===== src/rtl/seg7_scan_drv_if.sv =====
// Bundle of the value/strobe inputs and the multiplexed display outputs of seg7_scan_drv.
// master drives the value to show; slave is the display driver.
interface seg7_scan_drv_if;
  logic [7:0] din;
  logic       load;
  logic       mode;
  logic       busy;
  logic [6:0] seg;
  logic       dp;
  logic [3:0] an;

  modport master (
    output din, load, mode,
    input  busy, seg, dp, an
  );

  modport slave (
    input  din, load, mode,
    output busy, seg, dp, an
  );
endinterface


===== src/rtl/seg7_scan_drv.sv =====
// Shows an 8-bit value on a 4-digit common-anode seven-segment display, either as
// unsigned decimal (sequential double-dabble) or as two hex digits.
module seg7_scan_drv #(
  parameter int SCAN_DIV = 100000
) (
  input  logic             clk,
  input  logic             rst,
  seg7_scan_drv_if.slave   bus
);

  localparam int PW = (SCAN_DIV > 2) ? $clog2(SCAN_DIV) : 1;
  localparam logic [PW-1:0] PRE_LAST = PW'(SCAN_DIV - 1);

  typedef enum logic [1:0] {
    S_IDLE  = 2'd0,
    S_SHIFT = 2'd1,
    S_DONE  = 2'd2
  } state_t;

  state_t      state_reg, state_next;

  logic        busy;
  logic        capture_en;
  logic        shift_en;
  logic        commit_en;

  logic [7:0]  val_reg;
  logic [7:0]  shift_reg;
  logic        mode_reg;
  logic [11:0] bcd_reg;
  logic [2:0]  cnt_reg;
  logic [11:0] bcd_adj;

  logic [3:0]  dig_reg [3];
  logic [2:0]  blank_reg;
  logic        hex_reg;

  logic [PW-1:0] pre_reg;
  logic [1:0]    slot_reg;

  logic [6:0]  seg_reg, seg_next;
  logic        dp_reg, dp_next;
  logic [3:0]  an_reg, an_next;

  logic [6:0]  slot_glyph [4];
  logic        slot_blank [4];
  logic        slot_dp    [4];

  function automatic logic [6:0] glyph(input logic [3:0] v);
    logic [6:0] g;
    case (v)
      4'h0: g = 7'b1000000;
      4'h1: g = 7'b1111001;
      4'h2: g = 7'b0100100;
      4'h3: g = 7'b0110000;
      4'h4: g = 7'b0011001;
      4'h5: g = 7'b0010010;
      4'h6: g = 7'b0000010;
      4'h7: g = 7'b1111000;
      4'h8: g = 7'b0000000;
      4'h9: g = 7'b0010000;
      4'hA: g = 7'b0001000;
      4'hB: g = 7'b0000011;
      4'hC: g = 7'b1000110;
      4'hD: g = 7'b0100001;
      4'hE: g = 7'b0000110;
      default: g = 7'b0001110;
    endcase
    return g;
  endfunction

  // ---------------- conversion FSM ----------------
  always_ff @(posedge clk or posedge rst) begin
    if (rst) begin
      state_reg <= S_IDLE;
    end else begin
      state_reg <= state_next;
    end
  end

  always_comb begin
    state_next = state_reg;
    case (state_reg)
      S_IDLE:  if (bus.load) state_next = S_SHIFT;
      S_SHIFT: if (cnt_reg == 3'd7) state_next = S_DONE;
      S_DONE:  state_next = S_IDLE;
      default: state_next = S_IDLE;
    endcase
  end

  always_comb begin
    busy       = 1'b0;
    capture_en = 1'b0;
    shift_en   = 1'b0;
    commit_en  = 1'b0;
    case (state_reg)
      S_IDLE:  capture_en = bus.load;
      S_SHIFT: begin
        busy     = 1'b1;
        shift_en = 1'b1;
      end
      S_DONE: begin
        busy      = 1'b1;
        commit_en = 1'b1;
      end
      default: ;
    endcase
  end

  // Add-3 correction applied to every BCD nibble before each shift.
  generate
    for (genvar gi = 0; gi < 3; gi++) begin : g_adj
      assign bcd_adj[gi*4 +: 4] = (bcd_reg[gi*4 +: 4] >= 4'd5) ?
                                  bcd_reg[gi*4 +: 4] + 4'd3 : bcd_reg[gi*4 +: 4];
    end
  endgenerate

  always_ff @(posedge clk or posedge rst) begin
    if (rst) begin
      val_reg   <= 8'd0;
      shift_reg <= 8'd0;
      mode_reg  <= 1'b0;
      bcd_reg   <= 12'd0;
      cnt_reg   <= 3'd0;
    end else if (capture_en) begin
      val_reg   <= bus.din;
      shift_reg <= bus.din;
      mode_reg  <= bus.mode;
      bcd_reg   <= 12'd0;
      cnt_reg   <= 3'd0;
    end else if (shift_en) begin
      bcd_reg   <= {bcd_adj[10:0], shift_reg[7]};
      shift_reg <= {shift_reg[6:0], 1'b0};
      cnt_reg   <= cnt_reg + 3'd1;
    end
  end

  // Display registers only change on commit, so the old value stays up during conversion.
  always_ff @(posedge clk or posedge rst) begin
    if (rst) begin
      dig_reg[0] <= 4'd0;
      dig_reg[1] <= 4'd0;
      dig_reg[2] <= 4'd0;
      blank_reg  <= 3'b110;
      hex_reg    <= 1'b0;
    end else if (commit_en) begin
      if (mode_reg) begin
        dig_reg[0] <= val_reg[3:0];
        dig_reg[1] <= val_reg[7:4];
        dig_reg[2] <= 4'd0;
        blank_reg  <= 3'b100;
        hex_reg    <= 1'b1;
      end else begin
        dig_reg[0] <= bcd_reg[3:0];
        dig_reg[1] <= bcd_reg[7:4];
        dig_reg[2] <= bcd_reg[11:8];
        blank_reg  <= {bcd_reg[11:8] == 4'd0,
                       (bcd_reg[11:8] == 4'd0) && (bcd_reg[7:4] == 4'd0),
                       1'b0};
        hex_reg    <= 1'b0;
      end
    end
  end

  // ---------------- scan ----------------
  always_ff @(posedge clk or posedge rst) begin
    if (rst) begin
      pre_reg  <= '0;
      slot_reg <= 2'd0;
    end else if (pre_reg == PRE_LAST) begin
      pre_reg  <= '0;
      slot_reg <= slot_reg + 2'd1;
    end else begin
      pre_reg  <= pre_reg + 1'b1;
    end
  end

  generate
    for (genvar gi = 0; gi < 4; gi++) begin : g_slot
      if (gi < 3) begin : g_digit
        assign slot_glyph[gi] = glyph(dig_reg[gi]);
        assign slot_blank[gi] = blank_reg[gi];
      end else begin : g_spare
        assign slot_glyph[gi] = 7'h7F;
        assign slot_blank[gi] = 1'b1;
      end
      if (gi == 0) begin : g_dp0
        assign slot_dp[gi] = ~hex_reg;
      end else begin : g_dpn
        assign slot_dp[gi] = 1'b1;
      end
    end
  endgenerate

  always_comb begin
    an_next  = 4'hF;
    seg_next = 7'h7F;
    dp_next  = 1'b1;
    if (!slot_blank[slot_reg]) begin
      an_next  = ~(4'b0001 << slot_reg);
      seg_next = slot_glyph[slot_reg];
      dp_next  = slot_dp[slot_reg];
    end
  end

  always_ff @(posedge clk or posedge rst) begin
    if (rst) begin
      an_reg  <= 4'hF;
      seg_reg <= 7'h7F;
      dp_reg  <= 1'b1;
    end else begin
      an_reg  <= an_next;
      seg_reg <= seg_next;
      dp_reg  <= dp_next;
    end
  end

  assign bus.busy = busy;
  assign bus.an   = an_reg;
  assign bus.seg  = seg_reg;
  assign bus.dp   = dp_reg;

endmodule


===== src/flat_wrapper.sv =====
// flat-port wrapper written by rule: the top's interface ports become plain ports
module seg7_scan_drv_flat 
#(
  parameter int SCAN_DIV = 100000
)
  (clk, rst, bus_din, bus_load, bus_mode, bus_busy, bus_seg, bus_dp, bus_an);
  seg7_scan_drv_if bus_i ();
  input  logic clk;
  input  logic rst;
  input wire logic [$bits(bus_i.din)-1:0] bus_din;
  input wire logic [$bits(bus_i.load)-1:0] bus_load;
  input wire logic [$bits(bus_i.mode)-1:0] bus_mode;
  output wire logic [$bits(bus_i.busy)-1:0] bus_busy;
  output wire logic [$bits(bus_i.seg)-1:0] bus_seg;
  output wire logic [$bits(bus_i.dp)-1:0] bus_dp;
  output wire logic [$bits(bus_i.an)-1:0] bus_an;
  assign bus_i.din = bus_din;
  assign bus_i.load = bus_load;
  assign bus_i.mode = bus_mode;
  assign bus_busy = bus_i.busy;
  assign bus_seg = bus_i.seg;
  assign bus_dp = bus_i.dp;
  assign bus_an = bus_i.an;
  seg7_scan_drv #(.SCAN_DIV(SCAN_DIV)) u_core (.clk(clk), .rst(rst), .bus(bus_i));
endmodule

===== config.mk =====
export PLATFORM = sky130hd
export DESIGN_NAME = seg7_scan_drv_flat
export DESIGN_NICKNAME = d
export VERILOG_FILES = /design/src/rtl/seg7_scan_drv_if.sv /design/src/rtl/seg7_scan_drv.sv /design/src/flat_wrapper.sv
export SDC_FILE = /design/constraint.sdc
export NUM_CORES = 1
export LEC_CHECK = 0
export CORE_MARGIN = 2
export CORE_UTILIZATION = 45
export CTS_CLUSTER_DIAMETER = 100
export DETAILED_ROUTE_END_ITERATION = 16
export GPL_TIMING_DRIVEN = 0
export PLACE_DENSITY = 0.65
export SYNTH_ARGS = -nofsm -noshare
export SYNTH_HDL_FRONTEND = slang
export SYNTH_SLANG_ARGS = --single-unit

===== constraint.sdc =====
create_clock -name clk -period 2.6 [get_ports clk]
set_clock_uncertainty 0.15 [all_clocks]
set_input_delay 0.52 -clock clk [delete_from_list [all_inputs] [get_ports clk]]
set_output_delay 0.52 -clock clk [all_outputs]
set_load 0.02 [all_outputs]

== Yosys cells after proc, flatten, opt, wreduce, memory -nomap -nowiden ==
Memory sizes are Yosys's and may differ from the RTL's.
Index checks and enable logic that the tools add are counted.

* Mux-type cells: 32
* Equality and inequality tests: 6
* $add $sub $neg: 6
* Order comparisons: 4
* Shifts and indexed selects: 1
* Reductions and logical operators: 7
* Bitwise operators: 3

{| class="wikitable"
|+ Operators with widths
! operator !! number
|-
| 2-to-1 mux 12 bit || 3
|-
| 2-to-1 mux 7 bit || 3
|-
| adder 17 x 1 -> 17 bit (second input constant) || 1
|-
| == test 17 bit (second input constant) || 1
|-
| 2-to-1 mux 17 bit || 1
|-
| 2-to-1 mux 8 bit || 2
|-
| binary-select mux 7 bit (select 2 bit) || 1
|-
| greater-or-equal comparator 4 x 3 -> 1 bit (second input constant) || 3
|-
| 2-to-1 mux 3 bit || 4
|-
| 2-to-1 mux 4 bit || 3
|-
| 2-to-1 mux 1 bit || 10
|-
| adder 4 x 2 -> 4 bit (second input constant) || 2
|-
| zero test 4 bit || 2
|-
| binary-select mux 1 bit (select 2 bit) || 2
|-
| 2-to-1 mux 2 bit || 2
|-
| NOT 4 bit || 1
|-
| one-hot mux 2 bit (2 select lines) || 1
|-
| << shifter 1 x 2 -> 4 bit (first input constant) || 1
|-
| adder 3 x 1 -> 3 bit (second input constant) || 1
|-
| adder 3 x 2 -> 3 bit (second input constant) || 1
|-
| == test 3 bit (second input constant) || 1
|-
| greater-or-equal comparator 3 bit (second input constant) || 1
|-
| NOT 2 -> 3 bit || 1
|-
| adder 2 x 1 -> 2 bit (second input constant) || 1
|-
| 10 further kinds || 10
|}

* Flip-flop bits (word level): 81
* Bits in read-only memories: 336
* Memories: 3
* Logic and storage cells: 78
* Input bits: 12

{| class="wikitable"
|+ Memories
! name !! depth !! bits a word !! read ports !! clocked after memory_dff !! wr ports !! line !! RTL
|-
| (name not given) || 16 || 7 || 1 || 0 || 0 || seg7_scan_drv.sv:51 || <nowiki>case (v)</nowiki>
|-
| (name not given) || 16 || 7 || 1 || 0 || 0 || seg7_scan_drv.sv:51 ||
|-
| (name not given) || 16 || 7 || 1 || 0 || 0 || seg7_scan_drv.sv:51 ||
|}

== Longest topological paths before layout ==
Gate-level depths: netlist of run 1.

* Depth after elaboration: 5
* Gate-level depth with buffers: 7

== Worst setup path after synthesis of run 1 ==
Ideal clock, no wire load.

* Path kind: register -> register
* Start: register u_core.dig_reg[8] (netlist bit)
* End: register u_core.seg_reg[3], in the netlist u_core.bus.seg[3]
* Data arrival time: 1.570 ns
* Setup time: 0.087 ns
* Slack: 0.794 ns
* Required time: 2.363 ns
* Cell stages (with the launch flop): 7
* Path through: dfrtp_1 -> inv_1 -> ha_1 -> inv_1 -> mux4_2 -> o32ai_1 -> a31oi_1

* Word-level cells in the longest chain between the ends: 5

{| class="wikitable"
|+ RTL lines
! element !! line !! RTL
|-
| start, declared || seg7_scan_drv.sv:34 || <nowiki>logic [3:0] dig_reg [3];</nowiki>
|-
| memory read (16 x 7 bit) || -- ||
|-
| binary-select mux 7 bit (select 2 bit) || seg7_scan_drv.sv:201 || <nowiki>seg_next = slot_glyph[slot_reg];</nowiki>
|-
| 2-to-1 mux 7 bit (implied by the code) (2 in a row) || seg7_scan_drv.sv:201 ||
|-
| 2-to-1 mux 7 bit || seg7_scan_drv.sv:199 || <nowiki>if (!slot_blank[slot_reg]) begin</nowiki>
|-
| named net u_core.seg_next[3] || seg7_scan_drv.sv:41 || <nowiki>logic [6:0] seg_reg, seg_next;</nowiki>
|-
| end signal, assigned || seg7_scan_drv.sv:213 || <nowiki>seg_reg <= seg_next;</nowiki>
|-
| end, declared || seg7_scan_drv.sv:41 ||
|}

The timed path passes the listed nets, and every way through them passes these cells. The select of a mux whose other input is x is not followed.
A chain may end at the register's enable or synchronous reset.

== Final worst setup path of run 1 ==
* Start: register u_core.state_reg[0]
* End: output port bus_busy

* Word-level cells in the longest chain between the ends: 3

{| class="wikitable"
|+ RTL lines
! element !! line !! RTL
|-
| start, declared || seg7_scan_drv.sv:20 || <nowiki>state_t state_reg, state_next;</nowiki>
|-
| start signal, assigned || seg7_scan_drv.sv:77 || <nowiki>state_reg <= state_next;</nowiki>
|-
| == test 2 x 1 -> 1 bit or == test 2 bit (tied branches) || seg7_scan_drv.sv:96 || <nowiki>case (state_reg)</nowiki>
|-
| OR reduction 2 bit (no source line) * || -- ||
|-
| 2-to-1 mux 1 bit * || seg7_scan_drv.sv:96 ||
|-
| end, declared || flat_wrapper.sv:13 || <nowiki>output wire logic [$bits(bus_i.busy)-1:0] bus_busy;</nowiki>
|}

Mark *: on every way between the ends. The rest lies on a longest branch, timed or not.

==> results of run 1 <==
-- cells by family (layout without fill, tap and decap cells) --
logic type,count (synthesis),count (layout),synth area share (%)
compound gates,86,86,11.08
xor+xnor,18,18,3.465
fa+ha+maj,40,40,11.00
buf+inv,49,90,4.675
flops,80,80,44.39
mux,37,37,8.883
simple gates,150,150,16.50
-- report_power, final --
part / internal [mW] / total (mW) / switching, mW
sequential: 1.69 / 2.03 / 0.339
clock: 0.365 / 0.824 / 0.459
combinational: 1.13 / 2.54 / 1.41
total: 3.19 / 5.39 / 2.21
-- final cells by class --
class	count	area (sq um)
repair buffers	26	280.3
plain buffers	22	111.4
clock inverters	5	33.78
fillers	918	4603
multi-input cells	331	2317
inverters	27	105.1
well taps	133	166.4
clock buffers	10	137.6
flip-flops and latches	80	2019
-- worst register-to-register path: stages, from the launching register on --
cell,delay (ns)
dfrtp_1,0.48
inv_1,0.14
ha_1,0.32
inv_1,0.05
mux4_2,0.46
o32ai_1,0.25
a31oi_1,0.08
-- synth_stat cells (3+ instances only) --
cell type	number	area (sq um)
a21oi_1	30	150.1
mux2i_1	28	280.3
and3_1	3	18.77
dfrtp_1	66	1652
mux2_2	7	78.83
dfstp_2	14	367.9
nor2_1	29	108.9
o211ai_1	4	30.03
a211oi_1	5	37.54
ha_1	40	500.5
o21ai_0	26	130.1
nor3b_1	5	37.54
o22ai_1	7	43.79
inv_1	25	93.84
xnor2_1	14	122.6
nand2_1	61	229.0
clkbuf_1	7	26.28
buf_2	11	55.05
nor2b_1	3	18.77
o32ai_1	3	26.28
nor3_1	5	25.02
and4_1	4	35.03
nand2b_1	5	31.28
xor2_1	4	35.03
or2_2	3	18.77
nand4_1	3	18.77
nand3_1	13	65.06
-- metrics by stage --
step                hold WS [ns]  instances  cell area, sq um  setup slack [ns]
floorplan                 0.2366        460              4553            0.7936
global placement          0.3064        617              4960            0.1035
detailed placement        0.3081        619              5000            0.3756
CTS                       0.3258        634              5171            0.1546
global route              0.3457        634              5171           0.07919
finish                    0.3229        634              5171            0.1868
-- metal layers --
metal,global-route usage [%],part of all wire [%],up-vias
met3,2.682,2.7,23
met1,22.39,47,1572
met5,0,0,-
met2,28.43,47,55
li1,-,-,1661
met4,9.073,2.8,0
-- final timing paths --
check	startpoint	endpoint	slack (ns)	cells after the start
worst max-delay path	u_core.state_reg[0]	bus_busy	0.19	3
worst min-delay path	u_core.hex_reg	u_core.bus.dp	0.32	1
worst max register to register	u_core.dig_reg[8]	u_core.bus.seg[3]	0.58	6
worst min register to register	u_core.hex_reg	u_core.bus.dp	0.32	1
max in group asynchronous	rst	u_core.blank_reg[2]	1.33	3
min in group asynchronous	rst	u_core.dig_reg[3]	0.40	2
==> summary.txt, run 1 <==
Setup path
  – Startpoint type of the worst setup path: register
  – Critical Path Sink Type: output pin
  – CP delay by family, top: buffers and inverters
  – WP data required: slightly below 2 ns
  – Worst path slowest cell: clkdlybuf4s50_1
  – Crit Path Max Fanout: 4
  – Slowest Stage Delay on Critical Path: approximately 0.6 ns
  – Setup CP Type: register to output pin
  – Arr. time, crit path: about 1.7 ns
  – Cell chain of the critical path: inv_1 > ha_1 > clkdlybuf4s50_1
  – Worst Path Buf+Inv: 2

Routing
  – Via count: between 3000 and 4000
  – Routed len/inst: around 14 microns
  – Final WL: slightly below 9000 microns
  – Residual DRC: 0
  – DRT antenna net count: 0
  – DR pass1 iterations: 4
  – Post-DR vias/cell: about 5.2
  – Iteration-0 DRC count of the detailed router: 109

Pwr
  – Static leakage: roughly 2.3 nW
  – Maximum VDD drop: about 0.00045 V
  – Power, Total: 5.394 mW
  – Power Density: around 1000 nW/um^2

Clock tree
  – Total CTS buffers: 9
  – Root buffer cell: clkbuf_8
  – Max Buffers Root-to-Sink: 2
  – Worst-path clk slew: around 0.080 ns
  – H-tree levels: 3
  – Total clock sinks: 80
  – Resized cells post-CTS: 0
  – Post-CTS Setup Bufs: 0
  – CTS Hold Bufs: 0
  – Skew-Pair Late Insertion Delay: around 0.36 ns
  – CTS tree: yes

Logic synthesis
  – Post-Syn Nets: around 510
  – Post-synth ARST share: between 90% and 100%
  – Synth Instances: 460
  – Post-synth top flop: dfrtp_1
  – Ys Warns: 0
  – Post-synth EDFFs: 0
  – Sequential share of the synthesized area: ~44%
  – Yosys cell types: 51
  – FF+latch count, synth: 80
  – Mean Syn Cell Area: approximately 9.9 sq um
  – Synthesized area: about 4500 sq um

STA
  – Final Max Slew Viols: 0
  – Worst-Margin Slew: approximately 0.55 ns
  – Slew HR: 63.16%
  – Final Hold Fails: 0
  – Setup-failing EPs final: 0
  – Final period utilization: ~93%
  – Total Neg Setup Slack: 0 ns
  – Final Critical Period: 2.413 ns
  – Unrepaired setup endpoints after global routing: false
  – Fmax: between 400 and 500 MHz

Floorplan
  – Initial core utilization: approximately 47%
  – Core area: 9774 sq um
  – IO Pins: 25
  – Die W: approximately 100 microns
  – Die ar.: around 11000 sq um
  – # rows: 36
  – Die extent in y: roughly 100 microns

Flow run
  – Maxcap violations: 0

Cells and area
  – # diodes: 0
  – Commonest non-fill, non-tap cell in the layout: dfrtp_1
  – Most frequent cells in the layout: 66 x dfrtp_1, 61 x nand2_1, 40 x ha_1, 30 x a21oi_1, 29 x nor2_1
  – Core Util, Final: roughly 53%
  – Layout cells sized above 1: between 10% and 20%
  – Max reg flops: 17
  – Final #Nets: approximately 550
  – Layout area overhead: 13.67%

Min path
  – Hold/Removal Path Class: register to register

GRT
  – Initial antenna violation count: 0
  – Vias in the first global route: 3202
  – First-pass GRT wire length: between 15000 and 20000 microns
  – Grt ovf: 0
  – Total Routing Usage GR: ~17%
  – Largest net degree at the start of global routing: 32

Outcome
  – Status: completed

Placement
  – Post-DP HPWL: 6593 microns
  – Port Buffers: 24
  – Global placement routability congestion: 0.8207
No activity file was read; power rests on OpenSTA's default activity.
==> run 2, diff against run 1 <==
Settings changed: CAP_MARGIN set to 20, SETUP_SLACK_MARGIN set to 0.02.
==> results of run 2 <==
Same layout as run 1: the final DEF is identical, and so are final timing and power.
==> run 3, diff against run 2 <==
Settings changed: CORE_MARGIN 2 to 5.
==> run 3 against run 2 <==
Net effect: die area increased by 12%; final cell count increased by 0.16%; highest routed layer unchanged; clock power increased by 3.6%; core utilization decreased by 0.18 points; count of clock-buffer cells in the layout decreased by 1; critical path type unchanged; sequential cell count unchanged; total power increased by 0.38%; global-route usage decreased by 2.3 points; setup slack improved by 0.0054 ns.
==> summary.txt, run 3 (same netlist as run 1, synthesis figures left out) <==
Floorplan
  – # rows: 36 (unchanged)
  – IO Pins: 25 (unchanged)
  – Core area: 9819 sq um (+0.46%)
  – Die W: 110.5 microns (+5.7%)
  – Initial core utilization: 46.33% (-0.21 points)
  – Die ar.: 12220 sq um (+12%)
  – Die extent in y: 110.5 microns (+5.7%)

Routing
  – Post-DR vias/cell: 5.194 (-0.55%)
  – DRT antenna net count: 0 (unchanged)
  – Residual DRC: 0 (unchanged)
  – Final WL: 8755 microns (-0.77%)
  – Via count: 3298 (-0.39%)
  – Top sig layer: met4
  – Iteration-0 DRC count of the detailed router: 101 (-7.3%)
  – M1 WL: 4110 microns (-0.82%)
  – Met2 wire len: 4185 microns (-0.12%)
  – DR pass1 iterations: 4 (unchanged)
  – Routed wl met3: 335 microns (+40%)
  – Routed len/inst: 13.79 microns (-0.93%)

Cells and area
  – Commonest non-fill, non-tap cell in the layout: dfrtp_1
  – Max reg flops: 17 (unchanged)
  – Layout area overhead: 13.81%
  – Most frequent cells in the layout: 66 x dfrtp_1, 61 x nand2_1, 40 x ha_1, 30 x a21oi_1, 29 x nor2_1
  – Multi-input logic area: 2317 sq um (unchanged)
  – Final #Nets: 549 (unchanged)
  – Register area: 2019 sq um (unchanged)
  – Layout cells sized above 1: 12.95% (+0.17 points)
  – Fillers: 942 (+2.6%)
  – Fin cells: 635 (+0.16%)
  – # diodes: 0 (unchanged)

Setup path
  – Reg2Reg Depth: 6 (unchanged)
  – Startpoint type of the worst setup path: register
  – CP delay by family, top: buffers and inverters
  – Reg2Reg Setup Slack: 0.59 ns (about the same)
  – R2r startpoint: u_core.dig_reg[8]
  – Slowest Stage Delay on Critical Path: 0.60 ns (about the same)
  – Arr. time, crit path: 1.74 ns (about the same)
  – Critical Path Sink Type: output pin
  – R2R Path End: u_core.bus.seg[3]
  – Crit Path Max Fanout: 4 (unchanged)
  – WP data required: 1.93 ns (about the same)
  – Worst path slowest cell: clkdlybuf4s50_1
  – Cell chain of the critical path: inv_1 > ha_1 > clkdlybuf4s50_1
  – Worst Path Buf+Inv: 2 (unchanged)
  – Setup CP Type: register to output pin

STA
  – Final Max Slew Viols: 0 (unchanged)
  – Final Critical Period: 2.408 ns (-0.005418 ns)
  – Worst-Margin Slew: 0.5507 ns (-0.0008098 ns)
  – Total Neg Setup Slack: 0 ns (unchanged)
  – Final period utilization: 92.61% (-0.21 points)
  – Setup-failing EPs final: 0 (unchanged)
  – Final Hold Fails: 0 (unchanged)
  – Fmax: 415.3 MHz (+0.22%)
  – Slew HR: 63.21% (about the same)
  – Unrepaired setup endpoints after global routing: false

GRT
  – First-pass GRT wire length: 15420 microns (+1.4%)
  – Grt ovf: 0 (unchanged)
  – Largest net degree at the start of global routing: 33 (+3.1%)
  – Initial antenna violation count: 0 (unchanged)
  – Total Routing Usage GR: 15.11% (-2.3 points)
  – Vias in the first global route: 3249 (+1.5%)

Placement
  – # placed instances: 619 (unchanged)
  – Post-DP HPWL: 6566 microns (-0.42%)
  – Global placement routability congestion: 0.8184 (-0.28%)
  – Port Buffers: 24 (unchanged)

Clock tree
  – Root buffer cell: clkbuf_8
  – Total CTS buffers: 9 (unchanged)
  – Max Buffers Root-to-Sink: 2 (unchanged)
  – Resized cells post-CTS: 0 (unchanged)
  – CTS tree: yes
  – H-tree levels: 3 (unchanged)
  – Skew-Pair Late Insertion Delay: 0.35 ns (about the same)
  – Total clock sinks: 80 (unchanged)
  – Worst-path clk slew: 0.09 ns (about the same)
  – Post-CTS Setup Bufs: 0 (unchanged)
  – CTS Hold Bufs: 0 (unchanged)

Pwr
  – Power Density: 1046 nW/um^2 (+0.26%)
  – Static leakage: 2.319 nW (about the same)
  – Maximum VDD drop: 0.0005443 V (+21%)

Min path
  – Hold Path End: u_core.val_reg[0]
  – Hold/Removal Path Class: register to register
  – Min-delay src: u_core.val_reg[0]
  – Hold path cells: 2 (+1)

Outcome
  – Status: completed

Flow run
  – Maxcap violations: 0 (unchanged)
run 3: final cells by class:
type / instances / share of cell area, %
Buffer: 22 / 2.151
Clock buffer: 9 / 2.392
Clock inverter: 7 / 1.039
Inverter: 27 / 2.030
Multi-Input combinational cell: 331 / 44.76
Sequential cell: 80 / 39.00
Tap cell: 133 / 3.214
Timing Repair Buffer: 26 / 5.413
run 3: worst max path at each step:
stage	startpoint	to	slack [ns]	cells after the start
floorplan	u_core.dig_reg[8]	u_core.bus.seg[3]	0.79	6
global placement	rst	u_core.pre_reg[8]	0.11	2
detailed placement	bus_load	u_core.shift_reg[1]	0.36	5
CTS	u_core.state_reg[0]	bus_busy	0.16	3
global route	u_core.state_reg[0]	bus_busy	0.11	3
finish	u_core.state_reg[0]	bus_busy	0.19	3
run 3: tightest hold or removal path, cell delays in order, from the launching register on:
cell and delay (ns):
dfrtp_1 0.35, nand2_1 0.05, nand2_1 0.05
run 3: per-stage QoR:
step	utilization (%)	hold WS (ns)	setup slack, ns	power (mW)	area [sq um]
final	52.73	0.3368	0.1922	5.414	5177
after global routing	52.73	0.3642	0.1135	5.892	5177
after CTS	52.73	0.3376	0.1621	5.453	5177
after detailed placement	50.92	0.3229	0.3582	4.583	5000
after global placement	50.51	0.3038	0.1064	4.509	4960
after floorplan	-	0.2366	0.7936	3.896	4553
run 3: power by group:
group          internal (mW)  switching, mW
Combinational           1.13           1.40
Clock                  0.355          0.499
Sequential              1.69          0.338
Total                   3.18           2.24
run 3: per-layer routing:
metal | GRT usage [%] | up-vias
li1 | - | 1658
met5 | 0 | -
met4 | 5.583 | 0
met1 | 19.85 | 1574
met2 | 24.56 | 56
met3 | 3.228 | 10
